`src/rtl/fp_multiplier_if.sv`:
```
// fp_multiplier_if: operand/result bundle for the sequential FP multiplier.
//   A, B      : IEEE-754 single operands, sampled on an accepted start
//   start     : operation request
//   out       : IEEE-754 product, held between done pulses
//   busy      : operation in flight
//   done      : one-cycle pulse when out/exception update
//   exception : overflow/underflow or Inf/NaN operand
// master drives the request side (sequencer, bench); slave is the multiplier.
interface fp_multiplier_if;
    logic [31:0] A;
    logic [31:0] B;
    logic        start;
    logic [31:0] out;
    logic        busy;
    logic        done;
    logic        exception;

    modport master (
        output A, B, start,
        input  out, busy, done, exception
    );

    modport slave (
        input  A, B, start,
        output out, busy, done, exception
    );
endinterface

```
`src/rtl/fp_multiplier.sv`:
```
// fp_multiplier: sequential IEEE-754 single-precision multiplier.
// A radix-2 shift-add mantissa multiplier retires one multiplier bit per clock;
// every operation takes exactly 25 edges from start acceptance to the result.
// Ports:
//   clk   : clock, rising edge
//   reset : synchronous, active-high
//   bus   : fp_multiplier_if.slave (A, B, start in; out, busy, done, exception out)
// Build option:
//   FPMUL_ROUND_EN : round-to-nearest-even; otherwise the fraction is truncated.
module fp_multiplier (
    input  logic            clk,
    input  logic            reset,
    fp_multiplier_if.slave  bus
);

    typedef enum logic [1:0] {StIdle, StMul, StNorm} state_e;

    state_e      state_q, state_d;
    logic        sign_q, sign_d;
    logic [7:0]  ea_q, ea_d;
    logic [7:0]  eb_q, eb_d;
    logic [23:0] ma_q, ma_d;
    logic [23:0] mb_q, mb_d;
    logic [47:0] p_q, p_d;
    logic [4:0]  cnt_q, cnt_d;
    logic [31:0] out_q, out_d;
    logic        exc_q, exc_d;
    logic        busy_q, busy_d;
    logic        done_q, done_d;

    // Result formatting from the latched fields and the finished product.
    logic signed [9:0] exp_s;
    logic [22:0]       frac;
    logic [31:0]       res;
    logic              res_exc;
`ifdef FPMUL_ROUND_EN
    logic              guard;
    logic              sticky;
    logic [23:0]       frac_rnd;
`endif

    always_comb begin
        exp_s = $signed({2'b00, ea_q}) + $signed({2'b00, eb_q}) - 10'sd127
                + $signed({9'd0, p_q[47]});
        frac  = p_q[47] ? p_q[46:24] : p_q[45:23];
`ifdef FPMUL_ROUND_EN
        guard    = p_q[47] ? p_q[23] : p_q[22];
        sticky   = p_q[47] ? |p_q[22:0] : |p_q[21:0];
        frac_rnd = {1'b0, frac};
        if (guard && (sticky || frac[0])) begin
            frac_rnd = {1'b0, frac} + 24'd1;
        end
        // Carry out of the fraction: mantissa becomes 2.0, so renormalize.
        frac = frac_rnd[22:0];
        if (frac_rnd[23]) begin
            exp_s = exp_s + 10'sd1;
        end
`endif
        res     = {sign_q, exp_s[7:0], frac};
        res_exc = 1'b0;
        if (ea_q == 8'hFF || eb_q == 8'hFF) begin
            res     = {sign_q, 8'hFF, 23'd0};
            res_exc = 1'b1;
        end else if (ea_q == 8'h00 || eb_q == 8'h00) begin
            // Zero and denormal operands are flushed to a signed zero.
            res     = {sign_q, 31'd0};
            res_exc = 1'b0;
        end else if (exp_s >= 10'sd255) begin
            res     = {sign_q, 8'hFF, 23'd0};
            res_exc = 1'b1;
        end else if (exp_s <= 10'sd0) begin
            res     = {sign_q, 31'd0};
            res_exc = 1'b1;
        end
    end

    // Shift-add step: add the multiplicand into the upper half when the current
    // multiplier bit is set, then shift the whole product right by one.
    logic [24:0] acc;
    assign acc = {1'b0, p_q[47:24]} + (mb_q[0] ? {1'b0, ma_q} : 25'd0);

    always_comb begin
        state_d = state_q;
        sign_d  = sign_q;
        ea_d    = ea_q;
        eb_d    = eb_q;
        ma_d    = ma_q;
        mb_d    = mb_q;
        p_d     = p_q;
        cnt_d   = cnt_q;
        out_d   = out_q;
        exc_d   = exc_q;
        busy_d  = busy_q;
        done_d  = 1'b0;
        unique case (state_q)
            StIdle: begin
                if (bus.start) begin
                    sign_d  = bus.A[31] ^ bus.B[31];
                    ea_d    = bus.A[30:23];
                    eb_d    = bus.B[30:23];
                    ma_d    = {1'b1, bus.A[22:0]};
                    mb_d    = {1'b1, bus.B[22:0]};
                    p_d     = 48'd0;
                    cnt_d   = 5'd0;
                    busy_d  = 1'b1;
                    state_d = StMul;
                end
            end
            StMul: begin
                p_d   = {acc, p_q[23:1]};
                mb_d  = {1'b0, mb_q[23:1]};
                cnt_d = cnt_q + 5'd1;
                if (cnt_q == 5'd23) begin
                    state_d = StNorm;
                end
            end
            StNorm: begin
                out_d   = res;
                exc_d   = res_exc;
                done_d  = 1'b1;
                busy_d  = 1'b0;
                state_d = StIdle;
            end
            default: state_d = StIdle;
        endcase
    end

    always_ff @(posedge clk) begin
        if (reset) begin
            state_q <= StIdle;
            sign_q  <= 1'b0;
            ea_q    <= 8'd0;
            eb_q    <= 8'd0;
            ma_q    <= 24'd0;
            mb_q    <= 24'd0;
            p_q     <= 48'd0;
            cnt_q   <= 5'd0;
            out_q   <= 32'd0;
            exc_q   <= 1'b0;
            busy_q  <= 1'b0;
            done_q  <= 1'b0;
        end else begin
            state_q <= state_d;
            sign_q  <= sign_d;
            ea_q    <= ea_d;
            eb_q    <= eb_d;
            ma_q    <= ma_d;
            mb_q    <= mb_d;
            p_q     <= p_d;
            cnt_q   <= cnt_d;
            out_q   <= out_d;
            exc_q   <= exc_d;
            busy_q  <= busy_d;
            done_q  <= done_d;
        end
    end

    assign bus.out       = out_q;
    assign bus.exception = exc_q;
    assign bus.busy      = busy_q;
    assign bus.done      = done_q;

endmodule
```
`src/flat_wrapper.sv`:
```
// flat-port wrapper written by rule: the top's interface ports become plain ports
module fp_multiplier_flat 
  (clk, reset, bus_A, bus_B, bus_start, bus_out, bus_busy, bus_done, bus_exception);
  fp_multiplier_if bus_i ();
  input  logic clk;
  input  logic reset;
  input wire logic [$bits(bus_i.A)-1:0] bus_A;
  input wire logic [$bits(bus_i.B)-1:0] bus_B;
  input wire logic [$bits(bus_i.start)-1:0] bus_start;
  output wire logic [$bits(bus_i.out)-1:0] bus_out;
  output wire logic [$bits(bus_i.busy)-1:0] bus_busy;
  output wire logic [$bits(bus_i.done)-1:0] bus_done;
  output wire logic [$bits(bus_i.exception)-1:0] bus_exception;
  assign bus_i.A = bus_A;
  assign bus_i.B = bus_B;
  assign bus_i.start = bus_start;
  assign bus_out = bus_i.out;
  assign bus_busy = bus_i.busy;
  assign bus_done = bus_i.done;
  assign bus_exception = bus_i.exception;
  fp_multiplier u_core (.clk(clk), .reset(reset), .bus(bus_i));
endmodule
```
`config.mk`:
```
export PLATFORM = sky130hd
export DESIGN_NAME = fp_multiplier_flat
export DESIGN_NICKNAME = d
export VERILOG_FILES = /design/src/rtl/fp_multiplier_if.sv /design/src/rtl/fp_multiplier.sv /design/src/flat_wrapper.sv
export SDC_FILE = /design/constraint.sdc
export NUM_CORES = 1
export LEC_CHECK = 0
export BUFFER_PORTS_ARGS = -buffer_cell sky130_fd_sc_hd__buf_4
export CORE_MARGIN = 4
export CORE_UTILIZATION = 50
export DETAILED_ROUTE_END_ITERATION = 6
export PLACE_DENSITY = 0.76
export REMOVE_ABC_BUFFERS = 1
export SKIP_CTS_REPAIR_TIMING = 1
export SLEW_MARGIN = 20
export SYNTH_ARGS = -nofsm -noshare
export SYNTH_HDL_FRONTEND = slang
export SYNTH_SLANG_ARGS = --single-unit
```
`constraint.sdc`:
```
create_clock -name clk -period 3.3 [get_ports clk]
set_input_delay 0.33 -clock clk [delete_from_list [all_inputs] [get_ports clk]]
set_output_delay 0.33 -clock clk [all_outputs]
set_load 0.005 [all_outputs]
```
==> summary.json, run 1 <==
{
  "antenna_cells_inserted": {"value": 0},
  "drt_first_pass_iters": {"value": 5},
  "floorplan.die_area": {"value": 16000, "unit": "um2"},
  "critPathMaxStageDelay": {"value": 480, "unit": "ps"},
  "startpoint_type_of_the_worst_setup_path": {"value": "flop"},
  "tritoncts_num_sinks": {"value": 132},
  "pre_cts_slack": {"value": 104, "unit": "ps"},
  "grt_pass1_vias": {"value": 6215},
  "hpwlAfterDp": {"value": 12100, "unit": "um"},
  "post_synth_edffs": {"value": 0},
  "timing.critical_path.fanout_max": {"value": 7},
  "regToRegSetupSlack": {"value": 160, "unit": "ps"},
  "drv.max_cap_violation_count": {"value": 0},
  "floorplan.die.width": {"value": 126, "unit": "um"},
  "layout_setup_ws": {"value": 156, "unit": "ps"},
  "postLayoutCoreUtil": {"value": 63.1, "unit": "%"},
  "synth_flop_cell": {"value": "dfxtp_1"},
  "setup_violators_final": {"value": 0},
  "grt_use_total": {"value": 21.9, "unit": "%"},
  "hold_violations": {"value": 0},
  "synth-seq-area-share": {"value": 37.7, "unit": "%"},
  "synth_top_cells_by_area": {"value": "dfxtp_1, nand2_1, a21oi_1, ha_1, nor2_1"},
  "maximum_number_of_pins_on_one_net_before_global_route_repair": {"value": 46},
  "synthDistinctLibCells": {"value": 70},
  "syn_avg_cell_area": {"value": 8.05, "unit": "um2"},
  "port_buffers": {"value": 101},
  "via_per_inst": {"value": 5.70},
  "row_count": {"value": 42},
  "finalWirelength": {"value": 17400, "unit": "um"},
  "layout_common_cells": {"value": "nand2_1, dfxtp_1, buf_4"},
  "worst_ir_drop_vdd": {"value": 386, "unit": "uV"},
  "grt_pass1_wl": {"value": 29300, "unit": "um"},
  "worst_clock_skew": {"value": 4.91, "unit": "ps"},
  "criticalPathCategory": {"value": "reg2reg"},
  "cts-buffers-inserted": {"value": 17},
  "starting_density": {"value": 51.9, "unit": "%"},
  "worst_ep_required_time": {"value": 3630, "unit": "ps"},
  "power_per_cell_area": {"value": 463, "unit": "nW/um2"},
  "timing.final.max_slew_violations": {"value": 0},
  "detailroute.via_count": {"value": 6533},
  "grt_antenna_before_repair": {"value": 0},
  "synthArstFlopShare": {"value": 0, "unit": "%"},
  "worst_slew_margin_rel": {"value": 37.3, "unit": "%"},
  "filler_cell_count": {"value": 1184},
  "worst_path_cell_trace": {"value": "ha_2 -> fa_1 -> ha_1 -> inv_1 -> or4b_1 -> a311oi_2 -> o21a_2 -> o21ai_1 -> a221o_2 -> a311oi_1"},
  "hold_class": {"value": "in2reg"},
  "ctsLongestPathBuffers": {"value": 2},
  "p_leak": {"value": 0.00359, "unit": "uW"},
  "gpl.final_weighted_congestion": {"value": 0.896},
  "floorplan.io_pins": {"value": 102},
  "drive_above_1_share": {"value": 18.3, "unit": "%"},
  "syn-instance-count": {"value": 870},
  "path_clk_slew": {"value": 50, "unit": "ps"},
  "final_common_cell": {"value": "nand2_1"},
  "cp-end-kind": {"value": "flop"},
  "drc": {"value": 0},
  "rsz0062_at_grt": {"value": "yes"},
  "clock-root-buffer": {"value": "clkbuf_16"},
  "cp.arrival": {"value": 3470, "unit": "ps"},
  "core-area": {"value": 13500, "unit": "um2"},
  "syn_area": {"value": 7010, "unit": "um2"},
  "min_period_over_period": {"value": 95.3, "unit": "%"},
  "synth-seq-cells": {"value": 132},
  "die-height": {"value": 126, "unit": "um"},
  "insertion_delay": {"value": 410, "unit": "ps"},
  "outcome": {"value": "complete, no violations"},
  "synth-warning-count": {"value": 0},
  "clock.fmax": {"value": 0.318, "unit": "GHz"},
  "synthDominantCellAreaShare": {"value": 37.7, "unit": "%"},
  "post_drt_wl_per_cell": {"value": 15.2, "unit": "um"},
  "cts-htree-levels": {"value": 4},
  "largest_area_contributor_in_the_synthesized_netlist": {"value": "dfxtp_1"},
  "critPathSlowestCell": {"value": "or4b_1"},
  "worstMarginPinSlew": {"value": 938, "unit": "ps"},
  "tritoncts": {"value": "done"},
  "layout.nets": {"value": 1066},
  "postRouteAntennaNets": {"value": 0},
  "drtIter0Drc": {"value": 406},
  "overflow": {"value": 0},
  "finalHoldWorstSlack": {"value": 138, "unit": "ps"},
  "syn_to_final_growth": {"value": 21.7, "unit": "%"},
  "min_period": {"value": 3140, "unit": "ps"}
}
-- layout make-up --
cell class                 count  area, um2  share of cell area, %
clock buffer                  23        488                   5.72
clock inverter                 5       52.6                  0.616
inverter                      20       75.1                  0.880
multi-input combinational    671       4140                   48.6
sequential                   132       2650                   31.0
tap                          176        220                   2.58
timing repair buffer         120        905                   10.6
-- path summary, 6_finish.rpt --
check / from / end / cells after the start
setup reg to reg: u_core.eb_q[0]$_SDFFE_PP0P_ / u_core.bus.out[24]$_SDFFE_PP0P_ / 10
setup / recovery: u_core.eb_q[0]$_SDFFE_PP0P_ / u_core.bus.out[24]$_SDFFE_PP0P_ / 10
hold reg to reg: u_core.mb_q[7]$_SDFFE_PP0P_ / u_core.mb_q[6]$_SDFFE_PP0P_ / 2
hold / removal: bus_B[6] / u_core.mb_q[6]$_SDFFE_PP0P_ / 3
-- power breakdown --
part | switching [uW] | leakage [uW] | total (uW) | internal [uW]
clock | 636 | 0.000267 | 1730 | 1090
sequential | 56.2 | 0.00108 | 1720 | 1670
combinational | 291 | 0.00225 | 496 | 204
total | 983 | 0.00359 | 3950 | 2960
-- stage by stage --
stage / std cells / cell area, um2 / power [uW] / TNS [ps]
2_1_floorplan: 823 / 6830 / 2030 / -7900
5_1_grt: 1147 / 8530 / 4120 / -36.8
4_1_cts: 1147 / 8500 / 3970 / 0
3_5_place_dp: 1119 / 7960 / 2240 / 0
3_3_place_gp: 1119 / 7960 / 2230 / 0
6_report: 1147 / 8530 / 3950 / 0
-- cell usage after synthesis, types with 7 or more instances --
master	count
a311oi_1	9
o21ai_0	52
dfxtp_1	132
nor2_1	81
a21oi_1	90
and3_1	7
a22oi_1	21
nand3_1	13
o21a_1	8
nand2_1	147
nor3_1	7
ha_1	35
a211oi_1	13
and2_1	26
mux2i_1	23
clkbuf_1	43
o221a_2	9
a21o_1	16
inv_1	20
xnor2_1	11
-- state kept, by name, summed over array words and instances (netlist names) --
register              cells
u_core.bus.busy           1
u_core.bus.done           1
u_core.bus.out           32
u_core.p_q               25
u_core.eb_q               8
u_core.ea_q               8
u_core.ma_q              24
u_core.cnt_q              5
u_core.mb_q              24
u_core.state_q            2
u_core.sign_q             1
u_core.bus.exception      1
-- logic make-up (layout without fill, tap and decap cells) --
family                   count (synthesis)  after routing  share of synthesized area (%)
AO/OA/AOI/OAI                          267            267                           25.1
XOR/XNOR                                18             18                           2.36
adder cells (fa/ha/maj)                 37             37                           6.82
buffers and inverters                   67            168                           3.64
flip-flops                             132            132                           37.7
multiplexers                            23             23                           3.29
AND/OR/NAND/NOR                        326            326                           21.1
-- per-layer routing --
metal	track usage, %	vias to the layer above	routed length, um
met5	0	-	0
li1	-	3306	-
met2	35.5	168	8120
met1	29.4	3041	8230
met3	4.96	18	854
met4	6.37	0	206
-- worst max-delay path: cells and delay by family (launching register included) --
kind	cells	cell delay [ps]
AO/OA/AOI/OAI	5	1170
flip-flops	1	330
buffers and inverters	1	90
AND/OR/NAND/NOR	1	480
adder cells (fa/ha/maj)	3	980
Power figures use the tool's default switching activity.
==> inputs of run 2 (changes only) <==
--- a/config.mk
+++ b/config.mk
@@ -6,6 +6,7 @@
 export NUM_CORES = 1
 export LEC_CHECK = 0
 export BUFFER_PORTS_ARGS = -buffer_cell sky130_fd_sc_hd__buf_4
+export CORE_ASPECT_RATIO = 0.8
 export CORE_MARGIN = 4
 export CORE_UTILIZATION = 50
 export DETAILED_ROUTE_END_ITERATION = 6
==> run 2 against run 1 <==
Combinational power rose by 3%. Highest routed layer unchanged. Critical path type unchanged. Hold slack lost 5.2 ps. Power grew 1.0%. Clock skew rose by 0.74 ps. Count of clock-buffer cells in the layout down 2.
==> summary.json, run 2 (synthesized netlist as in run 1, its figures left out) <==
{
  "outcome": {"value": "complete, no violations"},
  "port_buffers": {"value": 101},
  "layout_setup_ws": {"value": 112, "unit": "ps"},
  "worst_clock_skew": {"value": 5.65, "unit": "ps"},
  "grt_pass1_wl": {"value": 30000, "unit": "um"},
  "layout.nets": {"value": 1070},
  "detailroute.via_count": {"value": 6567},
  "maximum_number_of_pins_on_one_net_before_global_route_repair": {"value": 65},
  "path_delay_family": {"value": "compound AO/OA/AOI/OAI gates"},
  "tritoncts": {"value": "done"},
  "min_period": {"value": 3190, "unit": "ps"},
  "drive_above_1_share": {"value": 19.2, "unit": "%"},
  "pre_cts_slack": {"value": 53.3, "unit": "ps"},
  "starting_density": {"value": 51.3, "unit": "%"},
  "worst_path_buf_inv": {"value": 1},
  "critPathMaxStageDelay": {"value": 520, "unit": "ps"},
  "row_count": {"value": 38},
  "finalWirelength": {"value": 18300, "unit": "um"},
  "path_clk_slew": {"value": 60, "unit": "ps"},
  "worst_ep_required_time": {"value": 3620, "unit": "ps"},
  "postRouteAntennaNets": {"value": 0},
  "post_drt_wl_per_cell": {"value": 15.8, "unit": "um"},
  "finalPower": {"value": 3990, "unit": "uW"},
  "drc": {"value": 0},
  "layout_common_cells": {"value": "nand2_1, dfxtp_1, buf_4"},
  "setup_violators_final": {"value": 0},
  "syn_to_final_growth": {"value": 22.7, "unit": "%"},
  "antenna_cells_inserted": {"value": 0},
  "clock.fmax": {"value": 0.314, "unit": "GHz"},
  "largest_reg_flops": {"value": 32},
  "final_common_cell": {"value": "nand2_1"},
  "clock-root-buffer": {"value": "clkbuf_16"},
  "drv.max_cap_violation_count": {"value": 0},
  "grt_use_total": {"value": 22.7, "unit": "%"},
  "min_period_over_period": {"value": 96.6, "unit": "%"},
  "drtIter0Drc": {"value": 552},
  "cts-htree-levels": {"value": 4},
  "drt_first_pass_iters": {"value": 5},
  "stdcell_area": {"value": 8590, "unit": "um2"},
  "filler_cell_count": {"value": 1181},
  "ctsLongestPathBuffers": {"value": 2},
  "critPathSlowestCell": {"value": "fa_1"},
  "grt_antenna_before_repair": {"value": 0},
  "worst_path_cell_trace": {"value": "ha_2 -> fa_1 -> ha_4 -> inv_1 -> or4b_1 -> a311oi_2 -> o21a_2 -> o21ai_1 -> a221o_2 -> a311oi_1"},
  "rsz0062_at_grt": {"value": "no"},
  "cts-buffers-inserted": {"value": 17},
  "hold_class": {"value": "in2reg"},
  "worst_slew_margin_rel": {"value": 36.7, "unit": "%"},
  "worst_ir_drop_vdd": {"value": 399, "unit": "uV"},
  "tritoncts_num_sinks": {"value": 132},
  "floorplan.die_area": {"value": 16000, "unit": "um2"},
  "timing.critical_path.fanout_max": {"value": 7},
  "p_leak": {"value": 0.00361, "unit": "uW"},
  "floorplan.io_pins": {"value": 102},
  "core-area": {"value": 13600, "unit": "um2"},
  "cp-end-kind": {"value": "flop"},
  "die-height": {"value": 114, "unit": "um"},
  "worstMarginPinSlew": {"value": 946, "unit": "ps"},
  "startpoint_type_of_the_worst_setup_path": {"value": "flop"},
  "detailed_place.area": {"value": 7990, "unit": "um2"},
  "cp.arrival": {"value": 3510, "unit": "ps"},
  "grt_pass1_vias": {"value": 6062},
  "gpl.final_weighted_congestion": {"value": 0.908},
  "insertion_delay": {"value": 410, "unit": "ps"},
  "hpwlAfterDp": {"value": 12600, "unit": "um"},
  "overflow": {"value": 0},
  "hold_violations": {"value": 0},
  "timing.final.max_slew_violations": {"value": 0},
  "postLayoutCoreUtil": {"value": 63.0, "unit": "%"},
  "power_per_cell_area": {"value": 464, "unit": "nW/um2"},
  "via_per_inst": {"value": 5.67},
  "criticalPathCategory": {"value": "reg2reg"},
  "floorplan.die.width": {"value": 140, "unit": "um"},
  "final.setup.tns": {"value": 0, "unit": "ps"}
}
[run 2: changes by cell type in the layout (fill, tap and decap cells not counted), sizes merged]
cell and change:
clkinv +4, clkinvlp +1, buf +4, clkbuf -2
[run 2: worst min-delay path, stage by stage]
cell and delay [ps]:
buf_4 70, a22oi_1 50, nand2_1 60
[run 2: metal layers]
layer	GRT usage (%)	wire [um]	vias to the layer above
met5	0	0	-
met4	4.97	199	0
met3	4.90	1040	18
met2	35.2	8030	196
met1	32.6	8980	3030
li1	-	-	3323
[run 2: area by class of cell]
cell class,instances,area (um2),area share [%]
Clock inverter,10,83.8,0.975
Clock buffer,21,460,5.36
Timing Repair Buffer,124,935,10.9
Multi-Input combinational cell,671,4170,48.5
Inverter,20,75.1,0.873
Tap cell,180,225,2.62
Sequential cell,132,2650,30.8
[run 2: worst paths after layout]
| path | endpoint | from | slack [ps] | cells after the start |
|---|---|---|---|---|
| worst max register to register | u_core.bus.out[24]$_SDFFE_PP0P_ | u_core.eb_q[0]$_SDFFE_PP0P_ | 110 | 10 |
| worst min register to register | u_core.mb_q[12]$_SDFFE_PP0P_ | u_core.mb_q[13]$_SDFFE_PP0P_ | 440 | 2 |
| worst min-delay path | u_core.mb_q[6]$_SDFFE_PP0P_ | bus_B[6] | 130 | 3 |
| worst max-delay path | u_core.bus.out[24]$_SDFFE_PP0P_ | u_core.eb_q[0]$_SDFFE_PP0P_ | 110 | 10 |
[run 2: per-stage QoR]
| step | instances | hold WS [ps] |
|---|---|---|
| after global routing | 1158 | 133 |
| after floorplan | 823 | 399 |
| final | 1158 | 133 |
| after CTS | 1158 | 122 |
| after global placement | 1127 | 429 |
| after detailed placement | 1127 | 434 |
[run 2: power breakdown]
| group | leakage [uW] | internal [uW] | switching, uW |
|---|---|---|---|
| registers | 0.00108 | 1670 | 58.9 |
| logic | 0.00227 | 214 | 299 |
| clock network | 0.000268 | 1060 | 687 |
| total | 0.00361 | 2940 | 1050 |
